### src/rtl/multi_hash_gen_if.sv
// Key-in / hash-out handshake bundle for multi_hash_gen.
// slave = hash generator side, master = key source / table controller side.
interface multi_hash_gen_if #(
  parameter int unsigned KEY_W    = 32,
  parameter int unsigned IDX_W    = 4,
  parameter int unsigned NUM_HASH = 2
);
  logic [KEY_W-1:0]          key;
  logic                      key_valid;
  logic                      key_ready;
  logic [NUM_HASH*IDX_W-1:0] hash;
  logic                      hash_valid;
  logic                      hash_ready;

  modport slave (
    input  key, key_valid, hash_ready,
    output key_ready, hash, hash_valid
  );

  modport master (
    output key, key_valid, hash_ready,
    input  key_ready, hash, hash_valid
  );
endinterface

### src/rtl/multi_hash_gen.sv
// Multi-choice bucket hash: h_i = floor(key / TABLE_DEPTH^i) mod TABLE_DEPTH,
// computed with one shared bit-serial restoring divider (KEY_W cycles per digit).
module multi_hash_gen #(
  parameter int unsigned KEY_W       = 32,
  parameter int unsigned TABLE_DEPTH = 11,
  parameter int unsigned NUM_HASH    = 2
) (
  input  logic            clk,
  input  logic            rst_n,
  multi_hash_gen_if.slave hif
);

  localparam int unsigned IDX_W  = $clog2(TABLE_DEPTH);
  localparam int unsigned REM_W  = IDX_W + 1;
  localparam int unsigned CNT_W  = (KEY_W > 1) ? $clog2(KEY_W) : 1;
  localparam int unsigned DIG_W  = $clog2(NUM_HASH + 1);
  localparam int unsigned HASH_W = NUM_HASH * IDX_W;

  localparam logic [REM_W:0]   DIVISOR  = (REM_W + 1)'(TABLE_DEPTH);
  localparam logic [CNT_W-1:0] LAST_BIT = CNT_W'(KEY_W - 1);
  localparam logic [DIG_W-1:0] LAST_DIG = DIG_W'(NUM_HASH - 1);

  typedef enum logic [1:0] {
    IDLE,
    DIV,
    DONE
  } state_e;

  state_e              state_q,    state_d;
  logic [KEY_W-1:0]    dividend_q, dividend_d;
  logic [REM_W-1:0]    rem_q,      rem_d;
  logic [CNT_W-1:0]    bit_cnt_q,  bit_cnt_d;
  logic [DIG_W-1:0]    digit_q,    digit_d;
  logic [HASH_W-1:0]   hash_q,     hash_d;

  logic [REM_W:0]      rem_shift;
  logic [REM_W-1:0]    rem_step;
  logic                q_bit;

  always_comb begin
    state_d    = state_q;
    dividend_d = dividend_q;
    rem_d      = rem_q;
    bit_cnt_d  = bit_cnt_q;
    digit_d    = digit_q;
    hash_d     = hash_q;

    // One restoring step; the remainder stays below TABLE_DEPTH so the
    // subtraction result always fits back into REM_W bits.
    rem_shift = {rem_q, dividend_q[KEY_W-1]};
    if (rem_shift >= DIVISOR) begin
      rem_step = REM_W'(rem_shift - DIVISOR);
      q_bit    = 1'b1;
    end else begin
      rem_step = rem_shift[REM_W-1:0];
      q_bit    = 1'b0;
    end

    case (state_q)
      IDLE: begin
        if (hif.key_valid) begin
          dividend_d = hif.key;
          rem_d      = '0;
          digit_d    = '0;
          bit_cnt_d  = LAST_BIT;
          state_d    = DIV;
        end
      end

      DIV: begin
        // Quotient bits shift in at the LSB as dividend bits leave the MSB,
        // so after KEY_W steps the register already holds the next dividend.
        dividend_d = {dividend_q[KEY_W-2:0], q_bit};
        rem_d      = rem_step;
        bit_cnt_d  = bit_cnt_q - 1'b1;
        if (bit_cnt_q == '0) begin
          for (int unsigned i = 0; i < NUM_HASH; i++) begin
            if (digit_q == DIG_W'(i)) begin
              hash_d[i*IDX_W +: IDX_W] = rem_step[IDX_W-1:0];
            end
          end
          rem_d     = '0;
          bit_cnt_d = LAST_BIT;
          digit_d   = digit_q + 1'b1;
          if (digit_q == LAST_DIG) begin
            state_d = DONE;
          end
        end
      end

      DONE: begin
        if (hif.hash_ready) begin
          state_d = IDLE;
        end
      end

      default: state_d = IDLE;
    endcase
  end

  always_ff @(posedge clk) begin
    if (!rst_n) begin
      state_q    <= IDLE;
      dividend_q <= '0;
      rem_q      <= '0;
      bit_cnt_q  <= '0;
      digit_q    <= '0;
      hash_q     <= '0;
    end else begin
      state_q    <= state_d;
      dividend_q <= dividend_d;
      rem_q      <= rem_d;
      bit_cnt_q  <= bit_cnt_d;
      digit_q    <= digit_d;
      hash_q     <= hash_d;
    end
  end

  always_comb begin
    hif.key_ready  = (state_q == IDLE);
    hif.hash_valid = (state_q == DONE);
    hif.hash       = hash_q;
  end

endmodule

### src/flat_wrapper.sv
// flat-port wrapper written by rule: the top's interface ports become plain ports
module multi_hash_gen_flat 
#(
  parameter int unsigned KEY_W       = 32,
  parameter int unsigned TABLE_DEPTH = 11,
  parameter int unsigned NUM_HASH    = 2
)
  (clk, rst_n, hif_key, hif_key_valid, hif_hash_ready, hif_key_ready, hif_hash, hif_hash_valid);
  multi_hash_gen_if #(.KEY_W(KEY_W), .IDX_W((4)), .NUM_HASH(NUM_HASH)) hif_i ();
  input  logic clk;
  input  logic rst_n;
  input wire logic [$bits(hif_i.key)-1:0] hif_key;
  input wire logic [$bits(hif_i.key_valid)-1:0] hif_key_valid;
  input wire logic [$bits(hif_i.hash_ready)-1:0] hif_hash_ready;
  output wire logic [$bits(hif_i.key_ready)-1:0] hif_key_ready;
  output wire logic [$bits(hif_i.hash)-1:0] hif_hash;
  output wire logic [$bits(hif_i.hash_valid)-1:0] hif_hash_valid;
  assign hif_i.key = hif_key;
  assign hif_i.key_valid = hif_key_valid;
  assign hif_i.hash_ready = hif_hash_ready;
  assign hif_key_ready = hif_i.key_ready;
  assign hif_hash = hif_i.hash;
  assign hif_hash_valid = hif_i.hash_valid;
  multi_hash_gen #(.KEY_W(KEY_W), .TABLE_DEPTH(TABLE_DEPTH), .NUM_HASH(NUM_HASH)) u_core (.clk(clk), .rst_n(rst_n), .hif(hif_i));
endmodule
### config.mk
export PLATFORM = sky130hd
export DESIGN_NAME = multi_hash_gen_flat
export DESIGN_NICKNAME = d
export VERILOG_FILES = /design/src/rtl/multi_hash_gen_if.sv /design/src/rtl/multi_hash_gen.sv /design/src/flat_wrapper.sv
export SDC_FILE = /design/constraint.sdc
export NUM_CORES = 1
export LEC_CHECK = 0
export BUFFER_PORTS_ARGS = -buffer_cell sky130_fd_sc_hd__buf_2
export CORE_MARGIN = 1.5
export CORE_UTILIZATION = 50
export CTS_BUF_LIST = sky130_fd_sc_hd__clkbuf_8
export CTS_CLUSTER_DIAMETER = 120
export DETAILED_ROUTE_END_ITERATION = 6
export GPL_TIMING_DRIVEN = 0
export PLACE_DENSITY_LB_ADDON = 0.3
export SLEW_MARGIN = 0
export SYNTH_ARGS = -nofsm -noshare
export SYNTH_HDL_FRONTEND = slang
export SYNTH_SLANG_ARGS = --single-unit
### constraint.sdc
create_clock -name clk -period 1.8 [get_ports clk]
set_input_delay 0.18 -clock clk [delete_from_list [all_inputs] [get_ports clk]]
set_output_delay 0.18 -clock clk [all_outputs]
set_load 0.02 [all_outputs]
==> results of run 1 <==
==> registers in the layout, summed over array words and instances (netlist names) <==
register	count
u_core.dividend_q	32
u_core.hif.hash	8
u_core.rem_q	5
u_core.bit_cnt_q	5
u_core.state_q	2
u_core.digit_q	2
==> synth_stat cells <==
library cell and count:
o22ai_1 2, nor2_1 41, o211ai_1 1, buf_2 10, nand2b_1 1, dfxtp_1 54
o31a_1 1, nor3b_1 1, nand3b_1 1, a21oi_1 20, o31ai_1 1, nor4_4 2
a22o_1 1, clkinv_1 1, buf_4 1, o221a_2 5, a221oi_1 1, nor2b_1 7
o21ai_0 16, a31oi_1 2, a311oi_1 26, mux2i_1 2, a211o_2 1, nor3_1 3
xnor2_1 1, nand3_1 5, o2111ai_1 1, nand4b_1 1, inv_1 7, nand2_1 61
or3b_1 1, ha_1 4, clkbuf_1 14, or3_2 1, o21bai_1 1, o21a_1 4
==> per-stage QoR <==
| step | area [um^2] | setup TNS (ns) |
|---|---|---|
| 2_1_floorplan | 2440 | 0 |
| 3_3_place_gp | 2740 | -0.0125 |
| 3_5_place_dp | 2740 | -0.132 |
| 4_1_cts | 2910 | 0 |
| 5_1_grt | 2930 | -0.00548 |
| 6_report | 2930 | 0 |
==> path summary, 6_finish.rpt <==
path | from | to | slack, ns | cells past startpoint
max reg2reg | u_core.bit_cnt_q[1] | u_core.hif.hash[0] | 0.09 | 7
max | u_core.bit_cnt_q[1] | u_core.hif.hash[0] | 0.09 | 7
min reg2reg | u_core.hif.hash[4] | u_core.hif.hash[4] | 0.48 | 2
min | hif_key[2] | u_core.dividend_q[2] | 0.12 | 3
==> power by group <==
part	switching (W)	leakage [nW]	internal, W	total, W
clock network	0.000397	0.0544	0.000353	0.000750
logic	0.000284	0.728	0.000210	0.000495
registers	0.0000667	0.446	0.00130	0.00136
total	0.000748	1.23	0.00186	0.00261
==> worst max-delay path, stage by stage (launching register included) <==
cell     delay, ns
dfxtp_2       0.34
inv_2         0.07
ha_4          0.13
or3b_4        0.43
nor4_4        0.26
buf_4         0.19
nand2_1       0.06
o22ai_1       0.17
==> kinds of logic (layout without fill, tap and decap cells) <==
group,Yosys count,after routing
xor gates and xnor gates,1,1
AOI/OAI and AO/OA,83,83
and+or+nand+nor,125,125
adders and majority gates,4,4
DFF,54,54
muxes,2,2
buffers and inverters,33,91
==> area by class of cell <==
type / count / area [um^2] / area share
clock inverters: 1 / 8.76 / 0.00299
plain buffers: 24 / 110 / 0.0376
repair buffers: 51 / 277 / 0.0945
well taps: 67 / 83.8 / 0.0287
multi-input cells: 215 / 1240 / 0.423
clock buffers: 7 / 96.3 / 0.0329
inverters: 8 / 30.0 / 0.0103
flip-flops and latches: 54 / 1080 / 0.370
==> what timing repair did <==
action	in CTS	in global routing
pin swaps	3	3
gates resized for setup	8	11
setup buffers	4	3
endpoints found under the setup margin	6	23
cloned	1	0
==> metal layers <==
layer,track usage,vias up,part of all wire
met5,0,-,0
met4,0.0797,0,0.012
met3,0.0511,7,0.062
met2,0.346,69,0.45
met1,0.318,1079,0.48
li1,-,1174,-
==> impl_metrics.yaml, run 1 <==
status:
  run_status: "finished clean"
yosys:
  netlist_area_um2: 2440
  synth_nets: 342
  synth_compound_area_frac: 0.240
  synth_largest_area_cell: "dfxtp_1"
  synth_top_cells_by_area: "dfxtp_1 44%, nand2_1 9.4%, a311oi_1 9.3%"
  postSynthCellCount: 302
  ys_types: 36
  synth_top_family_by_area: "compound AO/OA/AOI/OAI gates"
  syn_avg_cell_area_um2: 8.09
  synth_xor_area_frac: 0.00359
  synth_adder_area_share: 0.0205
  yosysSeqAreaShare: 0.443
  synthSimpleGateAreaFrac: 0.227
  synth_seq_cells: 54
  synth_top_area_frac: 0.443
  synth_mux_area_frac: 0.00820
  yosys_warnings: 0
timing:
  timing.hold.ws_ns: 0.117
  fin_crit_ns: 1.71
  fmax_mhz: 586
  fin_worst_skew_ns: 0.0109
  drv_slew: 0
  layout_setup_ws_ns: 0.0934
  hold_viol: 0
  finalSetupViolCount: 0
  relSlewSlack: 0.675
  period_share: 0.948
  worst_pin_slew_ns: 0.488
cells_and_area:
  final_util: 0.619
  syn2layout_area_growth_pct: 19.8
  final_cell_mix: "61 x nand2_1, 53 x buf_2, 52 x dfxtp_1, 41 x nor2_1, 26 x a311oi_1"
  filler_cell_count: 418
  nets: 399
  num_antenna_cells: 0
  drive_above_1_share: 0.244
  layout_commonest_cell: "nand2_1"
  final_cells: 427
route:
  ant_nets: 0
  dr.pass1.iters: 5
  vias_per_cell: 5.45
  drc: 0
  drt_iter0_markers: 185
  totalWireLength_mm: 5.61
  wl_per_cell_um: 13.1
  via_count: 2329
setup_path:
  crit_required_ns: 2.05
  worst-setup-path-type: "reg -> reg"
  arrival_ns: 1.95
  crit_path_start_kind: "flop"
  crit_fanout: 8
  end_kind: "flop"
grt:
  grt_max_degree: 17
  grt_pass1_vias: 2042
  antenna_found_initial: 0
  grt_first_pass_wirelength_mm: 9.37
  overflow: 0
  grt_util_all_layers: 0.227
clock_tree:
  cts_hold_buf: 0
  numCtsBuffers: 5
  cts.sinks: 54
  path_clk_slew_ns: 0.10
  cts_buffer_depth: 2
  cts_max_level: 2
  clock_latency_ns: 0.32
  cts-root-buf: "clkbuf_8"
  tritoncts: "built"
die:
  dieWidth_um: 72.9
  num_io_pins: 46
  die_area_um2: 5310
  core_area_um2: 4720
  start_util: 0.517
  rows: 25
  dieHeight_um: 72.9
power_and_ir_drop:
  power.total_w: 0.00261
  p_leak_nw: 1.23
  powerDensity_nw_per_um2: 892
  irDropWorstVdd_mv: 0.416
placed_design:
  hpwlAfterDp_mm: 3.80
  pre_cts_slack_ns: -0.0374
  gp_congestion: 0.848
  dp_cells: 412
  port_buffers: 43
worst_hold_path:
  min_path_type: "in -> reg"
job:
  max_cap_violations: 0
Power figures use the tool's default switching activity.
==> inputs of run 2 (changes only) <==
--- a/config.mk
+++ b/config.mk
@@ -5,6 +5,7 @@
 export SDC_FILE = /design/constraint.sdc
 export NUM_CORES = 1
 export LEC_CHECK = 0
+export ABC_AREA = 1
 export BUFFER_PORTS_ARGS = -buffer_cell sky130_fd_sc_hd__buf_2
 export CORE_MARGIN = 1.5
 export CORE_UTILIZATION = 50
==> run 2 against run 1 <==
Against the previous run:
- sequential power is essentially flat
- total power grew 3.1%
- global-route usage shrank 1.3 points
- combinational power grew 27%
==> impl_metrics.yaml, run 2 <==
clock_tree:
  cts_resized: 0
  cts-root-buf: "clkbuf_8"
  numCtsBuffers: 5
  clock_latency_ns: 0.31
  cts_hold_buf: 0
  cts_max_level: 2
  cts_setup_buffers: 0
  cts_buffer_depth: 2
  cts.sinks: 54
  tritoncts: "built"
  path_clk_slew_ns: 0.11
setup_path:
  r2r_end: "u_core.hif.hash[6]"
  arrival_ns: 1.72
  crit_required_ns: 2.02
  worst-setup-path-type: "reg -> reg"
  critPathTopFamily: "simple AND/OR/NAND/NOR gates"
  crit_path_start: "u_core.bit_cnt_q[1]"
  crit_chain: "inv_1 > ha_1 > nand3_2 > nor2_2 > nand2_1 > inv_2 > nand3_1 > nand2_1 > inv_1"
  crit_path_start_kind: "flop"
  r2r-start: "u_core.bit_cnt_q[1]"
  r2r_slack_ns: 0.30
  crit_fanout: 5
  critPathSlowestCell: "dfxtp_1"
  worst-path-buf-inv: 3
  end_kind: "flop"
  rr_worst_depth: 9
  slowest_delay_ns: 0.33
yosys:
  synth_top_family_by_area: "simple AND/OR/NAND/NOR gates"
  yosys_warnings: 0
  synth_adder_area_share: 0.0189
  synth_seq_cells: 54
  ys_types: 32
  synth-edff-count: 0
  synth_nets: 420
  async_flop_share: 0
  synthTopCellsByCount: "80 x nand2_1, 71 x nor2_1, 54 x dfxtp_1"
  synth_top_cells_by_area: "dfxtp_1 41%, nand2_1 11%, nor2_1 10%"
  synth_largest_area_cell: "dfxtp_1"
  synth_xor_area_frac: 0.00331
  synthSimpleGateAreaFrac: 0.299
  synth_top_area_frac: 0.409
  yosysMostFrequentCell: "nand2_1"
  syn_avg_cell_area_um2: 6.96
  synth_compound_area_frac: 0.170
  postSynthCellCount: 380
  synth_mux_area_frac: 0
  synth_flop_cell: "dfxtp_1"
  yosysSeqAreaShare: 0.409
  netlist_area_um2: 2650
route:
  dr.pass1.iters: 4
  wl_per_cell_um: 11.4
  totalWireLength_mm: 5.72
  vias_per_cell: 5.00
  drc: 0
  ant_nets: 0
  drt_iter0_markers: 104
  via_count: 2513
cells_and_area:
  layout_commonest_cell: "nand2_1"
  filler_cell_count: 511
  multi_input_area_um2: 1300
  largest_register_ffs: 32
  num_antenna_cells: 0
  nets: 472
  regArea_um2: 1080
  final_cell_mix: "80 x nand2_1, 71 x nor2_1, 54 x dfxtp_1, 50 x buf_2, 45 x a21oi_1"
  largest-register: "u_core.dividend_q"
  drive_above_1_share: 0.199
  syn2layout_area_growth_pct: 15.2
timing:
  hold_viol: 0
  fmax_mhz: 665
  worst_pin_slew_ns: 0.569
  period_share: 0.835
  relSlewSlack: 0.621
  drv_slew: 0
  grt_setup_unrepaired: "no"
  tns_ns: 0
  finalSetupViolCount: 0
  fin_worst_skew_ns: 0.0164
  fin_crit_ns: 1.50
placed_design:
  gp_congestion: 0.857
  hpwlAfterDp_mm: 4.21
  port_buffers: 45
die:
  die_area_um2: 5740
  dieHeight_um: 75.8
  core_area_um2: 5110
  rows: 26
  dieWidth_um: 75.8
  start_util: 0.518
  num_io_pins: 46
job:
  max_cap_violations: 0
worst_hold_path:
  hold_start: "hif_key[19]"
  hold_depth: 3
  min_path_type: "in -> reg"
  hold_path_end: "u_core.dividend_q[19]"
grt:
  grt_max_degree: 18
  overflow: 0
  grt_pass1_vias: 2275
  grt_util_all_layers: 0.214
  grt_first_pass_wirelength_mm: 9.58
  antenna_found_initial: 0
power_and_ir_drop:
  p_leak_nw: 1.38
  power.total_w: 0.00269
  powerDensity_nw_per_um2: 883
  irDropWorstVdd_mv: 0.715
status:
  run_status: "finished clean"
run 2: area by class of cell:
class,instances,share of cell area
Timing Repair Buffer,45,0.0739
Multi-Input combinational cell,273,0.426
Inverter,35,0.0443
Clock inverter,3,0.00698
Buffer,18,0.0427
Tap cell,70,0.0287
Clock buffer,5,0.0226
Sequential cell,54,0.355
run 2: cells by family (layout without fill, tap and decap cells):
logic type               after synthesis  count (layout)
XOR/XNOR                               1               1
AND/OR/NAND/NOR                      182             182
AO/OA/AOI/OAI                         86              86
flip-flops                            54              54
buffers and inverters                 53             106
adder cells (fa/ha/maj)                4               4
run 2: worst min-delay path: stages:
cell,delay (ns)
buf_2,0.07
o21ai_1,0.06
a21oi_1,0.10
run 2: metrics by stage:
step | worst slack, ns | util | std cells | cell area (um^2) | hold WS, ns
3_3_place_gp | 0.360 | 0.579 | 495 | 2960 | 0.449
4_1_cts | 0.299 | 0.597 | 503 | 3050 | 0.129
5_1_grt | 0.110 | 0.597 | 503 | 3050 | 0.135
2_1_floorplan | 0.521 | - | 380 | 2650 | 0.278
3_5_place_dp | 0.324 | 0.579 | 495 | 2960 | 0.456
6_report | 0.297 | 0.597 | 503 | 3050 | 0.128
run 2: layer usage:
| layer | part of all wire | track usage |
|---|---|---|
| met3 | 0.035 | 0.0397 |
| met2 | 0.49 | 0.386 |
| met5 | 0 | 0 |
| met1 | 0.47 | 0.262 |
| met4 | 0.014 | 0.0516 |
run 2: power breakdown:
part | internal, W | switching (W) | total [W]
Combinational | 0.000255 | 0.000377 | 0.000631
Sequential | 0.00131 | 0.0000666 | 0.00137
Clock | 0.000274 | 0.000412 | 0.000686
run 2: how the worst max path moves through the flow:
stage                               to  slack, ns  depth (start not counted)
floorplan           u_core.hif.hash[7]       0.52                          9
global placement    u_core.hif.hash[1]       0.36                          8
detailed placement  u_core.hif.hash[6]       0.32                          9
CTS                 u_core.hif.hash[6]       0.30                          9
global route        u_core.hif.hash[6]       0.11                          9
finish              u_core.hif.hash[6]       0.30                          9
==> inputs of run 3 (changes only) <==
==> constraint.sdc (replaced) <==
create_clock -name clk -period 1.57 [get_ports clk]
set_input_delay 0.157 -clock clk [delete_from_list [all_inputs] [get_ports clk]]
set_output_delay 0.157 -clock clk [all_outputs]
set_load 0.02 [all_outputs]
==> run 3 against run 2 <==
Against the previous run:
- via count is 0.16% lower
- largest power group unchanged
- core utilization up 0.44 points
- critical endpoint unchanged
- sequential power up 15%
- final cell count stayed put
- total power increased by 15%
- flip-flop and latch count unchanged
- maximum frequency increased by 7.0%
- clock power increased by 15%
- clock skew fell by 0.00064 ns
- die area unchanged
==> impl_metrics.yaml, run 3 (synthesized netlist as in run 2, its figures left out) <==
clock_tree:
  cts_buffer_depth: 2
  cts_setup_buffers: 0
  cts-root-buf: "clkbuf_8"
  cts_resized: 0
  tritoncts: "built"
  numCtsBuffers: 5
  path_clk_slew_ns: 0.11
  clock_latency_ns: 0.31
  cts_hold_buf: 0
  cts.sinks: 54
  cts_max_level: 2
route:
  dr.pass1.iters: 4
  vias_per_cell: 4.99
  drt_iter0_markers: 126
  ant_nets: 0
  via_count: 2509
  wl_per_cell_um: 11.5
  totalWireLength_mm: 5.78
  drc: 0
timing:
  period_share: 0.895
  tns_ns: 0
  fin_worst_skew_ns: 0.0157
  finalSetupViolCount: 0
  fin_crit_ns: 1.40
  fmax_mhz: 712
  grt_setup_unrepaired: "no"
  drv_slew: 0
  worst_pin_slew_ns: 0.567
  timing.hold.ws_ns: 0.110
  hold_viol: 0
  relSlewSlack: 0.622
cells_and_area:
  final_cell_mix: "79 x nand2_1, 71 x nor2_1, 52 x dfxtp_1, 50 x buf_2, 45 x a21oi_1"
  final_cells: 503
  num_antenna_cells: 0
  syn2layout_area_growth_pct: 16.1
  largest_register_ffs: 32
  drive_above_1_share: 0.210
  filler_cell_count: 505
  multi_input_area_um2: 1320
  nets: 472
  layout_commonest_cell: "nand2_1"
  largest-register: "u_core.dividend_q"
  regArea_um2: 1080
grt:
  antenna_found_initial: 0
  grt_max_degree: 18
  grt_first_pass_wirelength_mm: 9.58
  grt_pass1_vias: 2275
  overflow: 0
  grt_util_all_layers: 0.214
power_and_ir_drop:
  p_leak_nw: 1.37
  irDropWorstVdd_mv: 0.822
  powerDensity_nw_per_um2: 1010
  power.total_w: 0.00311
placed_design:
  gp_congestion: 0.857
  hpwlAfterDp_mm: 4.21
  dp_cells: 495
  port_buffers: 45
setup_path:
  crit_fanout: 5
  crit_path_start_kind: "flop"
  worst-setup-path-type: "reg -> reg"
  crit_required_ns: 1.79
  end_kind: "flop"
  arrival_ns: 1.63
die:
  core_area_um2: 5110
  dieHeight_um: 75.8
  num_io_pins: 46
  dieWidth_um: 75.8
  die_area_um2: 5740
  start_util: 0.518
  rows: 26
worst_hold_path:
  min_path_type: "in -> reg"
status:
  run_status: "finished clean"
job:
  max_cap_violations: 0
==> run 3: cell counts in the layout (fill, tap and decap cells not counted) <==
No cell type changed its count.
==> run 3: metal layers <==
layer,GRT usage,part of all wire,vias up
li1,-,-,1325
met1,0.262,0.47,1134
met2,0.386,0.49,44
met3,0.0397,0.034,6
met4,0.0516,0.014,0
met5,0,0,-
==> run 3: final cells by class <==
class / count / share of cell area
Inverter: 35 / 0.0440
Sequential cell: 54 / 0.353
Tap cell: 70 / 0.0285
Clock buffer: 5 / 0.0224
Timing Repair Buffer: 45 / 0.0733
Buffer: 18 / 0.0424
Multi-Input combinational cell: 273 / 0.430
Clock inverter: 3 / 0.00692
==> run 3: critical path: stages (launching register included) <==
cell and delay, ns:
dfxtp_1 0.32, inv_1 0.09, ha_2 0.23, nand3_4 0.12, nor2_4 0.14, nand2_2 0.11
inv_2 0.11, nand3_1 0.08, nand2_1 0.07, inv_1 0.04
==> run 3: path summary, 6_finish.rpt <==
kind                            slack, ns  depth (start not counted)                     to                  from
worst max-delay path                 0.17                          9     u_core.hif.hash[6]   u_core.bit_cnt_q[1]
worst min-delay path                 0.11                          3  u_core.dividend_q[19]           hif_key[19]
worst min register to register       0.47                          2   u_core.dividend_q[3]  u_core.dividend_q[3]
worst max register to register       0.17                          9     u_core.hif.hash[6]   u_core.bit_cnt_q[1]
==> run 3: report_power, final <==
| group | internal (W) | total, W | switching, W |
|---|---|---|---|
| sequential | 0.00150 | 0.00157 | 0.0000755 |
| combinational | 0.000298 | 0.000742 | 0.000443 |
| clock | 0.000315 | 0.000791 | 0.000476 |
==> run 3: per-stage QoR <==
stage	area, um^2	setup WS (ns)	utilization
after floorplan	2650	0.291	-
after global placement	2960	0.130	0.579
after detailed placement	2960	0.0941	0.579
after CTS	3050	0.0691	0.597
after global routing	3070	0.00204	0.601
final	3070	0.165	0.601
